**src/rtl/mem_init_seq.sv**
```systemverilog
// Memory-fill sequencer: writes ZERO/INDEX/LFSR/CONST patterns into N_CH target memories in turn.
// Optional macro MEM_INIT_SEQ_BYTEMASK_EN: LFSR-mode data keeps only the low LFSR byte.
module mem_init_seq #(
    parameter int DATA_W = 32,
    parameter int ADDR_W = 8,
    parameter int N_CH   = 3
) (
    input  logic                clk,
    input  logic                rst,
    input  logic                clr,
    input  logic                start,
    input  logic [2*N_CH-1:0]   cfg_mode,
    input  logic [ADDR_W:0]     cfg_len,
    input  logic [15:0]         cfg_seed,
    input  logic [DATA_W-1:0]   cfg_const,
    input  logic                wr_ready,
    output logic                wr_en,
    output logic [2:0]          wr_ch,
    output logic [ADDR_W-1:0]   wr_addr,
    output logic [DATA_W-1:0]   wr_data,
    output logic                busy,
    output logic                done,
    output logic [1:0]          o_dbg_state,
    output logic [15:0]         o_dbg_lfsr
);

    // Handshake: a write transfers on a rising edge where wr_en and wr_ready are both high;
    // while wr_en=1 and wr_ready=0, wr_ch/wr_addr/wr_data hold their values.

    typedef enum logic [1:0] {
        IDLE    = 2'd0,
        WRITE   = 2'd1,
        NEXT_CH = 2'd2,
        DONE    = 2'd3
    } state_t;

    localparam logic [ADDR_W:0] LEN_MAX  = {1'b1, {ADDR_W{1'b0}}};
    localparam logic [2:0]      LAST_CH  = 3'(N_CH - 1);
    localparam logic [15:0]     LFSR_DEF = 16'hACE1;

    state_t              r_state;
    logic [2*N_CH-1:0]   r_mode;
    logic [ADDR_W:0]     r_len;
    logic [DATA_W-1:0]   r_const;
    logic [15:0]         r_lfsr;
    logic                r_wr_en;
    logic [2:0]          r_wr_ch;
    logic [ADDR_W-1:0]   r_wr_addr;
    logic [DATA_W-1:0]   r_wr_data;
    logic                r_busy;
    logic                r_done;

    logic [ADDR_W:0]     w_len_sat;
    logic [15:0]         w_seed;
    logic [ADDR_W:0]     w_addr_ext;
    logic [ADDR_W-1:0]   w_addr_inc;
    logic                w_last;
    logic [2:0]          w_nxt_ch;
    logic [1:0]          w_cur_mode;
    logic [1:0]          w_nxt_mode;
    logic [15:0]         w_lfsr_adv;

    function automatic logic [15:0] lfsr_step(input logic [15:0] s);
        return {1'b0, s[15:1]} ^ (s[0] ? 16'hB400 : 16'h0000);
    endfunction

    function automatic logic [DATA_W-1:0] lfsr_data(input logic [15:0] s);
`ifdef MEM_INIT_SEQ_BYTEMASK_EN
        return {{(DATA_W-8){1'b0}}, s[7:0]};
`else
        return {(DATA_W/16){s}};
`endif
    endfunction

    function automatic logic [DATA_W-1:0] word_data(input logic [1:0]        mode,
                                                    input logic [ADDR_W-1:0] addr,
                                                    input logic [15:0]       s,
                                                    input logic [DATA_W-1:0] k);
        case (mode)
            2'b00:   return '0;
            2'b01:   return DATA_W'(addr);
            2'b10:   return lfsr_data(s);
            default: return k;
        endcase
    endfunction

    always_comb begin
        w_len_sat  = (cfg_len > LEN_MAX) ? LEN_MAX : cfg_len;
        w_seed     = (cfg_seed == 16'h0000) ? LFSR_DEF : cfg_seed;
        // Compare in ADDR_W+1 bits so a full 2^ADDR_W channel ends without wrapping addr.
        w_addr_ext = {1'b0, r_wr_addr} + {{ADDR_W{1'b0}}, 1'b1};
        w_addr_inc = w_addr_ext[ADDR_W-1:0];
        w_last     = (w_addr_ext == r_len);
        w_nxt_ch   = (r_wr_ch == LAST_CH) ? r_wr_ch : r_wr_ch + 3'd1;
        w_cur_mode = r_mode[int'(r_wr_ch)*2 +: 2];
        w_nxt_mode = r_mode[int'(w_nxt_ch)*2 +: 2];
        w_lfsr_adv = (w_cur_mode == 2'b10) ? lfsr_step(r_lfsr) : r_lfsr;
    end

    always_ff @(posedge clk) begin
        if (rst) begin
            r_state   <= IDLE;
            r_mode    <= '0;
            r_len     <= '0;
            r_const   <= '0;
            r_lfsr    <= LFSR_DEF;
            r_wr_en   <= 1'b0;
            r_wr_ch   <= '0;
            r_wr_addr <= '0;
            r_wr_data <= '0;
            r_busy    <= 1'b0;
            r_done    <= 1'b0;
        end else if (clr) begin
            r_state <= IDLE;
            r_wr_en <= 1'b0;
            r_busy  <= 1'b0;
            r_done  <= 1'b0;
        end else begin
            case (r_state)
                IDLE: begin
                    if (start) begin
                        r_mode    <= cfg_mode;
                        r_len     <= w_len_sat;
                        r_const   <= cfg_const;
                        r_lfsr    <= w_seed;
                        r_wr_ch   <= '0;
                        r_wr_addr <= '0;
                        r_wr_data <= word_data(cfg_mode[1:0], '0, w_seed, cfg_const);
                        r_busy    <= 1'b1;
                        if (w_len_sat == '0) begin
                            r_state <= NEXT_CH;
                            r_wr_en <= 1'b0;
                        end else begin
                            r_state <= WRITE;
                            r_wr_en <= 1'b1;
                        end
                    end
                end
                WRITE: begin
                    if (wr_ready) begin
                        r_lfsr <= w_lfsr_adv;
                        if (w_last) begin
                            r_state <= NEXT_CH;
                            r_wr_en <= 1'b0;
                        end else begin
                            r_wr_addr <= w_addr_inc;
                            r_wr_data <= word_data(w_cur_mode, w_addr_inc, w_lfsr_adv, r_const);
                        end
                    end
                end
                NEXT_CH: begin
                    if (r_wr_ch == LAST_CH) begin
                        r_state <= DONE;
                        r_busy  <= 1'b0;
                        r_done  <= 1'b1;
                    end else begin
                        r_wr_ch   <= w_nxt_ch;
                        r_wr_addr <= '0;
                        r_wr_data <= word_data(w_nxt_mode, '0, r_lfsr, r_const);
                        if (r_len == '0) begin
                            r_state <= NEXT_CH;
                        end else begin
                            r_state <= WRITE;
                            r_wr_en <= 1'b1;
                        end
                    end
                end
                default: begin
                    r_state <= IDLE;
                    r_done  <= 1'b0;
                end
            endcase
        end
    end

    assign wr_en       = r_wr_en;
    assign wr_ch       = r_wr_ch;
    assign wr_addr     = r_wr_addr;
    assign wr_data     = r_wr_data;
    assign busy        = r_busy;
    assign done        = r_done;
    assign o_dbg_state = r_state;
    assign o_dbg_lfsr  = r_lfsr;

endmodule

```
**config.mk**
```make
export PLATFORM = sky130hd
export DESIGN_NAME = mem_init_seq
export DESIGN_NICKNAME = d
export VERILOG_FILES = /design/src/rtl/mem_init_seq.sv
export SDC_FILE = /design/constraint.sdc
export NUM_CORES = 1
export LEC_CHECK = 0
export CAP_MARGIN = 20
export CORE_AREA = 5 5 129 106
export DETAILED_ROUTE_END_ITERATION = 12
export DIE_AREA = 0 0 134 111
export PLACE_DENSITY = 0.85
export SYNTH_ARGS = -nofsm -noshare
export SYNTH_HDL_FRONTEND = slang
export SYNTH_SLANG_ARGS = --single-unit
```
**constraint.sdc**
```tcl
create_clock -name clk -period 8.2 [get_ports clk]
set_input_delay 1.64 -clock clk [delete_from_list [all_inputs] [get_ports clk]]
set_output_delay 1.64 -clock clk [all_outputs]
set_load 0.03 [all_outputs]
```
After elaboration in Yosys (flattened, before gate mapping)
Cells that the tools add are included.
{"block": "totals", "reg_bits": 111, "wordCells": 101, "output_inout_bits": 64}
{"block": "op_classes", "shift": 2, "n_reduce_logical": 22, "addsub": 2, "magnitude_cmp": 1, "n_bitwise": 3, "muxes": 43, "n_eq_ne": 17}
{"op": "$pmux W32 S3", "count": 2}
{"op": "$mux W32", "count": 4}
{"op": "$pmux W32 S2", "count": 2}
{"op": "$mux W16", "count": 5}
{"op": "$mux W8", "count": 4}
{"op": "$pmux W16 S2", "count": 1}
{"op": "$pmux W8 S3", "count": 1}
{"op": "$logic_not A9 Y1", "count": 2}
{"op": "$logic_not A16 Y1", "count": 1}
{"op": "$xor A15 B16 Y16", "count": 1}
{"op": "$ne A2 B2 Y1 const B", "count": 7}
{"op": "$mux W2", "count": 6}
{"op": "$reduce_and A6 Y1", "count": 2}
{"op": "$shiftx A6 B5 Y2", "count": 2}
{"op": "$add A8 B1 Y9 const B", "count": 1}
{"op": "$eq A9 B9 Y1", "count": 1}
{"op": "$gt A9 B9 Y1 const B", "count": 1}
{"op": "$mux W1", "count": 9}
{"op": "$mux W3", "count": 3}
{"op": "$mux W9", "count": 1}
{"op": "$reduce_and A3 Y1", "count": 3}
{"op": "$eq A2 B1 Y1 const B", "count": 4}
{"op": "$eq A2 B2 Y1 const B", "count": 4}
{"op": "$logic_not A2 Y1", "count": 4}
{"op": "12 further kinds", "count": 19}

Logic depth before layout (Yosys ltp)
Gate-level depths: netlist (run 1).
{"block": "logic_depth", "ltp_word": 8, "ltp_mapped": 13, "ltp_nobuf": 9}

Worst setup path after synthesis (run 1)
No wires, ideal clock.
{"block": "synth_timing", "path_type": "input -> register", "startpoint": "input cfg_seed[5]", "endpoint": "register r_wr_data[5] (netlist: wr_data[5])", "path_stages": 9, "arrival_ps": 3233, "setup_time_ps": 88, "required_ps": 8112, "setup_slack_ps": 4879, "path_cell_list": "nor4_1 and4_1 clkbuf_1 or2_1 buf_1 o221ai_1 a21oi_1 nand3_1 o32ai_2"}
{"block": "synth_between", "elab_chain_len": 5}
{"item": "start: declaration", "line": "14", "source": "input logic [15:0] cfg_seed,"}
{"item": "$logic_not A16 Y1", "line": "89", "source": "w_seed = (cfg_seed == 16'h0000) ? LFSR_DEF : cfg_seed;"}
{"item": "$mux W16 (*)", "line": "89"}
{"item": "$pmux W32 S2 (*)", "line": "79", "source": "case (mode)"}
{"item": "$mux W32 (*)", "line": "121", "source": "if (start) begin"}
{"item": "$pmux W32 S3 (*)", "line": "119", "source": "case (r_state)"}
{"item": "end signal: assignment", "line": "128", "source": "r_wr_data <= word_data(cfg_mode[1:0], '0, w_seed, cfg_const);"}
{"item": "end signal: assignment", "line": "147", "source": "r_wr_data <= word_data(w_cur_mode, w_addr_inc, w_lfsr_adv, r_const);"}
{"item": "end signal: assignment", "line": "159", "source": "r_wr_data <= word_data(w_nxt_mode, '0, r_lfsr, r_const);"}
{"item": "end: declaration", "line": "49", "source": "logic [DATA_W-1:0] r_wr_data;"}
Mark *: on every way between the ends. The rest lies on a longest branch, timed or not. The select of a mux whose other input is x is not followed.
A chain may end at the register's enable or synchronous reset.

Worst setup path in the final report (run 1)
{"block": "layout_timing", "startpoint": "input cfg_mode[0]", "endpoint": "register r_wr_data[23] (netlist: wr_data[23])"}
{"block": "layout_between", "elab_chain_len": 5}
{"item": "start: declaration", "line": "12", "source": "input logic [2*N_CH-1:0] cfg_mode,"}
{"item": "$eq A2 B1 Y1 / $logic_not A2 Y1 (equally long branches)", "line": "79"}
{"item": "$reduce_or A2 Y1 (no source line)"}
{"item": "$pmux W32 S2 (*)", "line": "79"}
{"item": "$mux W32 (*)", "line": "121"}
{"item": "$pmux W32 S3 (*)", "line": "119"}
Marks and branches as above.

==> results of run 1 <==
## logic make-up after synthesis
logic type	after synthesis	share of synthesized area
AO/OA/AOI/OAI	298	0.2894
XOR/XNOR	10	0.01285
adder cells (fa/ha/maj)	7	0.01285
buffers and inverters	99	0.06280
flip-flops	111	0.3261
multiplexers	34	0.05380
AND/OR/NAND/NOR	360	0.2422
## cell usage after synthesis, types with 5 or more instances
cell type / count / share of area
a21o_1: 5 / 0.0055
nand2_1: 172 / 0.095
o21ai_1: 5 / 0.0037
buf_1: 8 / 0.0044
ha_1: 7 / 0.013
o21a_1: 5 / 0.0055
nor3_1: 30 / 0.022
mux2_2: 8 / 0.013
a22oi_1: 8 / 0.0088
nor2b_1: 11 / 0.010
o21ai_0: 34 / 0.025
inv_1: 21 / 0.012
a31oi_1: 5 / 0.0046
nand2b_1: 9 / 0.0083
a21oi_1: 123 / 0.090
o211ai_1: 13 / 0.014
o22ai_1: 17 / 0.016
a31o_2: 7 / 0.0090
buf_2: 15 / 0.011
nor4_1: 9 / 0.0083
nand3b_1: 11 / 0.012
xnor2_1: 7 / 0.0090
mux2i_1: 24 / 0.035
clkbuf_1: 47 / 0.026
dfxtp_1: 111 / 0.33
or3_1: 5 / 0.0046
nor2_1: 67 / 0.037
nand3_1: 23 / 0.017
o221ai_1: 24 / 0.031
## where the power goes
group          internal (mW)  total, mW  switching [mW]
clock                  0.251      0.467           0.216
combinational          0.139      0.349           0.210
sequential             0.571      0.613          0.0414
## per-stage QoR
| stage | utilization | hold WS (ps) | cell area (um2) |
|---|---|---|---|
| after floorplan | - | 431.3 | 6814 |
| after global placement | 0.6623 | 439.6 | 8025 |
| after detailed placement | 0.6623 | 449.1 | 8025 |
| after CTS | 0.6882 | 459.2 | 8339 |
| after global routing | 0.6899 | 477.5 | 8359 |
| final | 0.6899 | 460.3 | 8359 |
## routing by layer
layer / wire length, um / part of all wire / track usage
met1: 9952 / 0.41 / 0.4620
met2: 9663 / 0.40 / 0.4295
met3: 3869 / 0.16 / 0.1016
met4: 770 / 0.032 / 0.08636
met5: 0 / 0 / 0
## cell usage in the layout, fill, tap and decap left out, types with 4 or more instances in the layout
cell type	instances
nand2_1	172
inv_1	21
o221ai_1	24
buf_4	7
dfxtp_1	111
and3_1	4
o21a_1	5
a22oi_1	8
nor2_1	66
nand2b_1	9
nand3b_1	11
o211ai_1	13
nor4_1	9
o21ai_1	5
mux2_2	8
a221oi_1	4
a211oi_1	4
o22ai_1	17
a31oi_1	5
o21ai_0	34
clkdlybuf4s50_1	130
nand3_1	23
o32ai_1	4
o41ai_1	4
nor3_1	30
a21o_1	5
mux2i_1	24
nor2b_1	11
a31o_2	7
a21oi_1	123
ha_1	7
clkbuf_16	9
or3_1	5
xnor2_1	7
## layout make-up
class	count	share of cell area
clock inverter	6	0.008981
clock buffer	10	0.02859
timing repair buffer	139	0.1649
inverter	22	0.009879
multi-input combinational	709	0.4990
sequential	111	0.2658
tap	152	0.02275
## state kept, by name, summed over array words and instances, names as in the netlist
name and cells:
busy 1, done 1, r_len 9, wr_data 32
wr_ch 3, wr_en 1, wr_addr 8, r_mode 6
r_const 32, o_dbg_lfsr 16, o_dbg_state 2
## critical path: cells and delay by family
| kind | cells | cell delay, ps |
|---|---|---|
| simple gates | 2 | 230 |
| compound gates | 2 | 570 |
| buf+inv | 2 | 1980 |
## path summary, 6_finish.rpt
check	start	end	slack [ps]	cells after the start
max	cfg_mode[0]	wr_data[23]	3970	6
min	r_const[24]	r_const[24]	460	2
max reg2reg	wr_ch[0]	wr_data[0]	4570	9
min reg2reg	r_const[24]	r_const[24]	460	2
==> results.sh, run 1 <==
export IMPL_hold_class="reg -> reg"
export IMPL_syn_inst=919
export IMPL_ys_ff_latch=111
export IMPL_power_leakage_nw=2.956
export IMPL_multi_input_area_um2=4172
export IMPL_port_buffers=131
export IMPL_dp_hpwl_um=16850
export IMPL_drv_cap=0
export IMPL_syn_area_um2=6814
export IMPL_grt_max_degree=62
export IMPL_drv_slew=0
export IMPL_crit_arrival_ps=4440
export IMPL_critPathLaunchType="primary input"
export IMPL_cts_root_buffer_cell="clkbuf_16"
export IMPL_cts_htree_levels=3
export IMPL_grt_first_pass_wirelength_um=37490
export IMPL_dr_first_iter_drc_count=1369
export IMPL_start_util=0.5624
export IMPL_clock_sinks=111
export IMPL_ys_async_sr_fraction=0
export IMPL_first_pass_iters=8
export IMPL_powerDensity_nw_per_um2=170.8
export IMPL_grt_antenna_before_repair=0
export IMPL_cts_tree="done"
export IMPL_numCtsBuffers=9
export IMPL_final_nets=1067
export IMPL_die_w_um=134
export IMPL_cts_hold_buf=0
export IMPL_path_clk_slew_ps=70
export IMPL_ctsResizeCount=0
export IMPL_skew_ps=5.729
export IMPL_synthesis_nets=994
export IMPL_peakVddDrop_v=0.0001137
export IMPL_top_level_ports=132
export IMPL_critPathKind="in -> reg"
export IMPL_hold_viol_final=0
export IMPL_ys_types=77
export IMPL_syn2layout_area_growth_pct=22.68
export IMPL_cts_setup_buffers=0
export IMPL_cp_end_kind="flop"
export IMPL_core_area_um2=12120
export IMPL_cts_buffer_depth=2
export IMPL_rows=36
export IMPL_final_antenna_net_count=0
export IMPL_grt_pass1_vias=6845
export IMPL_seqCellArea_um2=2222
export IMPL_fin_tns_setup_ps=0
export IMPL_fillerInstances=992
export IMPL_yosys_warnings=0
export IMPL_slowest_delay_ps=1160
export IMPL_max_freq_mhz=236.4
export IMPL_crit_slowest_cell="clkdlybuf4s50_1"
export IMPL_worst_slack_ps=3969
export IMPL_total_power_mw=1.428
export IMPL_routed_wl_um=24260
export IMPL_tightest_slew_ps=1054
export IMPL_grt_ovfl_total=0
export IMPL_gp_congestion=0.9844
export IMPL_clock_latency_ps=360
export IMPL_fp_dieArea_um2=14870
export IMPL_cp_cell_sequence="clkdlybuf4s50_1 -> clkinv_1 -> o221ai_1 -> o221ai_1 -> nor3_1 -> nor3_1"
export IMPL_antenna_cells=0
export IMPL_slew_headroom=0.2949
export IMPL_dp_slack_ps=3733
export IMPL_wl_per_cell_um=21.11
export IMPL_vias_per_cell=6.733
export IMPL_synth_seq_area_share=0.3261
export IMPL_required_ps=8410
export IMPL_grtUsageTotal=0.3119
export IMPL_status="finished clean"
export IMPL_min_period_ps=4231
export IMPL_period_share=0.5159
export IMPL_postSynthAreaPerCell_um2=7.415
export IMPL_num_vias=7736
export IMPL_synth_edff_count=0
export IMPL_drive_gt1_frac=0.06319
export IMPL_synth_ff_type="dfxtp_1"
export IMPL_drc_errors=0
export IMPL_dp_cells=1132
export IMPL_die_h_um=111
export IMPL_cp_max_fo=23
export IMPL_layout_cells_non_filler=1149
export IMPL_rsz0062_at_grt="false"
export IMPL_setup_violations=0
Power figures use the tool's default switching activity.
==> inputs of run 2 (changes only) <==
--- a/config.mk
+++ b/config.mk
@@ -6,10 +6,10 @@
 export NUM_CORES = 1
 export LEC_CHECK = 0
 export CAP_MARGIN = 20
-export CORE_AREA = 5 5 129 106
+export CORE_AREA = 5 5 140 115
 export DETAILED_ROUTE_END_ITERATION = 12
-export DIE_AREA = 0 0 134 111
-export PLACE_DENSITY = 0.85
+export DIE_AREA = 0 0 145 120
+export PLACE_DENSITY = 0.77
 export SYNTH_ARGS = -nofsm -noshare
 export SYNTH_HDL_FRONTEND = slang
 export SYNTH_SLANG_ARGS = --single-unit
==> constraint.sdc (replaced) <==
create_clock -name clk -period 3.45 [get_ports clk]
set_input_delay 0.69 -clock clk [delete_from_list [all_inputs] [get_ports clk]]
set_output_delay 0.69 -clock clk [all_outputs]
set_load 0.03 [all_outputs]
==> results.sh, run 2 (synthesis results as in run 1) <==
export IMPL_rr_endpoint="wr_data[28]"
export IMPL_slew_headroom=0.3901
export IMPL_r2r_cells=9
export IMPL_syn2layout_area_growth_pct=25.38
export IMPL_cts_buffer_depth=2
export IMPL_min_path_cells=2
export IMPL_rsz0062_at_grt="false"
export IMPL_grt_max_degree=56
export IMPL_max_freq_mhz=318.7
export IMPL_crit_slowest_cell="dfxtp_1"
export IMPL_core_area_um2=14660
export IMPL_crit_arrival_ps=3390
export IMPL_multi_input_area_um2=4172
export IMPL_num_vias=7726
export IMPL_clock_latency_ps=370
export IMPL_critical_path_top_delay_family="compound AO/OA/AOI/OAI gates"
export IMPL_vias_per_cell=6.396
export IMPL_cts_root_buffer_cell="clkbuf_16"
export IMPL_gp_congestion=0.9991
export IMPL_final_cell_mix="172 x nand2_1, 130 x clkdlybuf4s50_1, 123 x a21oi_1"
export IMPL_worst_slack_ps=311.8
export IMPL_peakVddDrop_v=0.0003167
export IMPL_start_util=0.4647
export IMPL_total_power_mw=3.351
export IMPL_grt_pass1_vias=6982
export IMPL_dp_slack_ps=431.3
export IMPL_drv_cap=0
export IMPL_die_h_um=120
export IMPL_grt_ovfl_total=0
export IMPL_antenna_cells=0
export IMPL_layout_cells_non_filler=1208
export IMPL_rrSetupSlack_ps=310
export IMPL_drc_errors=0
export IMPL_seqCellArea_um2=2222
export IMPL_skew_ps=10.63
export IMPL_fin_tns_setup_ps=0
export IMPL_dp_hpwl_um=18480
export IMPL_cts_setup_buffers=0
export IMPL_hold_class="reg -> reg"
export IMPL_routed_wl_um=25700
export IMPL_final_common_cell="nand2_1"
export IMPL_final_nets=1089
export IMPL_ctsResizeCount=0
export IMPL_dpl_cell_area_um2=8257
export IMPL_final_antenna_net_count=0
export IMPL_hold_viol_final=0
export IMPL_numCtsBuffers=9
export IMPL_critPathLaunchType="flop"
export IMPL_dp_cells=1192
export IMPL_min_to="r_const[25]"
export IMPL_grtUsageTotal=0.2837
export IMPL_reg2reg_from="wr_addr[0]"
export IMPL_wl_per_cell_um=21.28
export IMPL_cp_max_fo=21
export IMPL_required_ps=3700
export IMPL_status="finished clean"
export IMPL_holdWs_ps=459.4
export IMPL_path_clk_slew_ps=80
export IMPL_drive_gt1_frac=0.08342
export IMPL_cts_hold_buf=0
export IMPL_drv_slew=0
export IMPL_powerDensity_nw_per_um2=392.3
export IMPL_top_level_ports=132
export IMPL_post_route_util=0.5826
export IMPL_grt_antenna_before_repair=0
export IMPL_clock_sinks=111
export IMPL_dr_first_iter_drc_count=1157
export IMPL_cp_end_kind="flop"
export IMPL_fp_dieArea_um2=17400
export IMPL_rows=40
export IMPL_worstHoldStart="r_const[25]"
export IMPL_finalInstanceArea_um2=8543
export IMPL_cts_tree="done"
export IMPL_critPathKind="reg -> reg"
export IMPL_first_pass_iters=6
export IMPL_slowest_delay_ps=590
export IMPL_tightest_slew_ps=906.5
export IMPL_period_share=0.9096
export IMPL_grt_first_pass_wirelength_um=39850
export IMPL_port_buffers=131
export IMPL_die_w_um=145
export IMPL_min_period_ps=3138
export IMPL_power_leakage_nw=3.057
export IMPL_cts_htree_levels=3
export IMPL_setup_violations=0
export IMPL_path_buf_inv=1
export IMPL_fillerInstances=1350
export IMPL_cp_cell_sequence="ha_1 -> nand3_4 -> or4_1 -> a211o_1 -> a21oi_1 -> and3_1 -> buf_4 -> a211oi_1 -> a32o_1"
[run 2: cell count changes in the layout (fill, tap and decap cells not counted), sizes merged]
cell,previous run,this run
buf,9,31
inv,24,26
clkbuf,10,9
bufinv,1,0
[run 2: worst register-to-register path, delay by kind of cell (launching register included)]
family                   cells  cell delay, ps
buffers and inverters        1             290
flip-flops                   1             590
AO/OA/AOI/OAI                4             890
adder cells (fa/ha/maj)      1             430
AND/OR/NAND/NOR              3             850
[run 2: how the worst max path moves through the flow]
stage / from / to / cells past startpoint
after floorplan: wr_ch[0] / wr_data[14] / 12
after detailed placement: wr_addr[0] / wr_data[28] / 9
final: wr_addr[0] / wr_data[28] / 9
after global routing: wr_addr[0] / wr_data[28] / 9
after global placement: wr_addr[0] / wr_data[28] / 9
after CTS: wr_ch[1] / wr_data[14] / 8
[run 2: layout make-up]
class                      instances  share of cell area
clock buffer                       9             0.02636
clock inverter                     7            0.007176
inverter                          22            0.009666
multi-input combinational        709              0.4883
sequential                       111              0.2601
tap                              189             0.02768
timing repair buffer             161              0.1807
[run 2: routing by layer]
metal / vias to the layer above / share of wire / GRT usage
met5: - / 0 / 0
met4: 0 / 0.028 / 0.07353
met3: 71 / 0.16 / 0.1257
met2: 584 / 0.39 / 0.3842
met1: 3550 / 0.42 / 0.4054
li1: 3521 / - / -
[run 2: report_power, final]
group / switching, mW / internal, mW
registers: 0.101 / 1.36
clock network: 0.532 / 0.509
logic: 0.509 / 0.343
==> inputs of run 3 (changes only) <==
--- a/config.mk
+++ b/config.mk
@@ -9,6 +9,7 @@
 export CORE_AREA = 5 5 140 115
 export DETAILED_ROUTE_END_ITERATION = 12
 export DIE_AREA = 0 0 145 120
+export HOLD_SLACK_MARGIN = 0.06
 export PLACE_DENSITY = 0.77
 export SYNTH_ARGS = -nofsm -noshare
 export SYNTH_HDL_FRONTEND = slang
==> results of run 3 <==
Same layout as run 2: the final DEF is identical, and so are final timing and power.
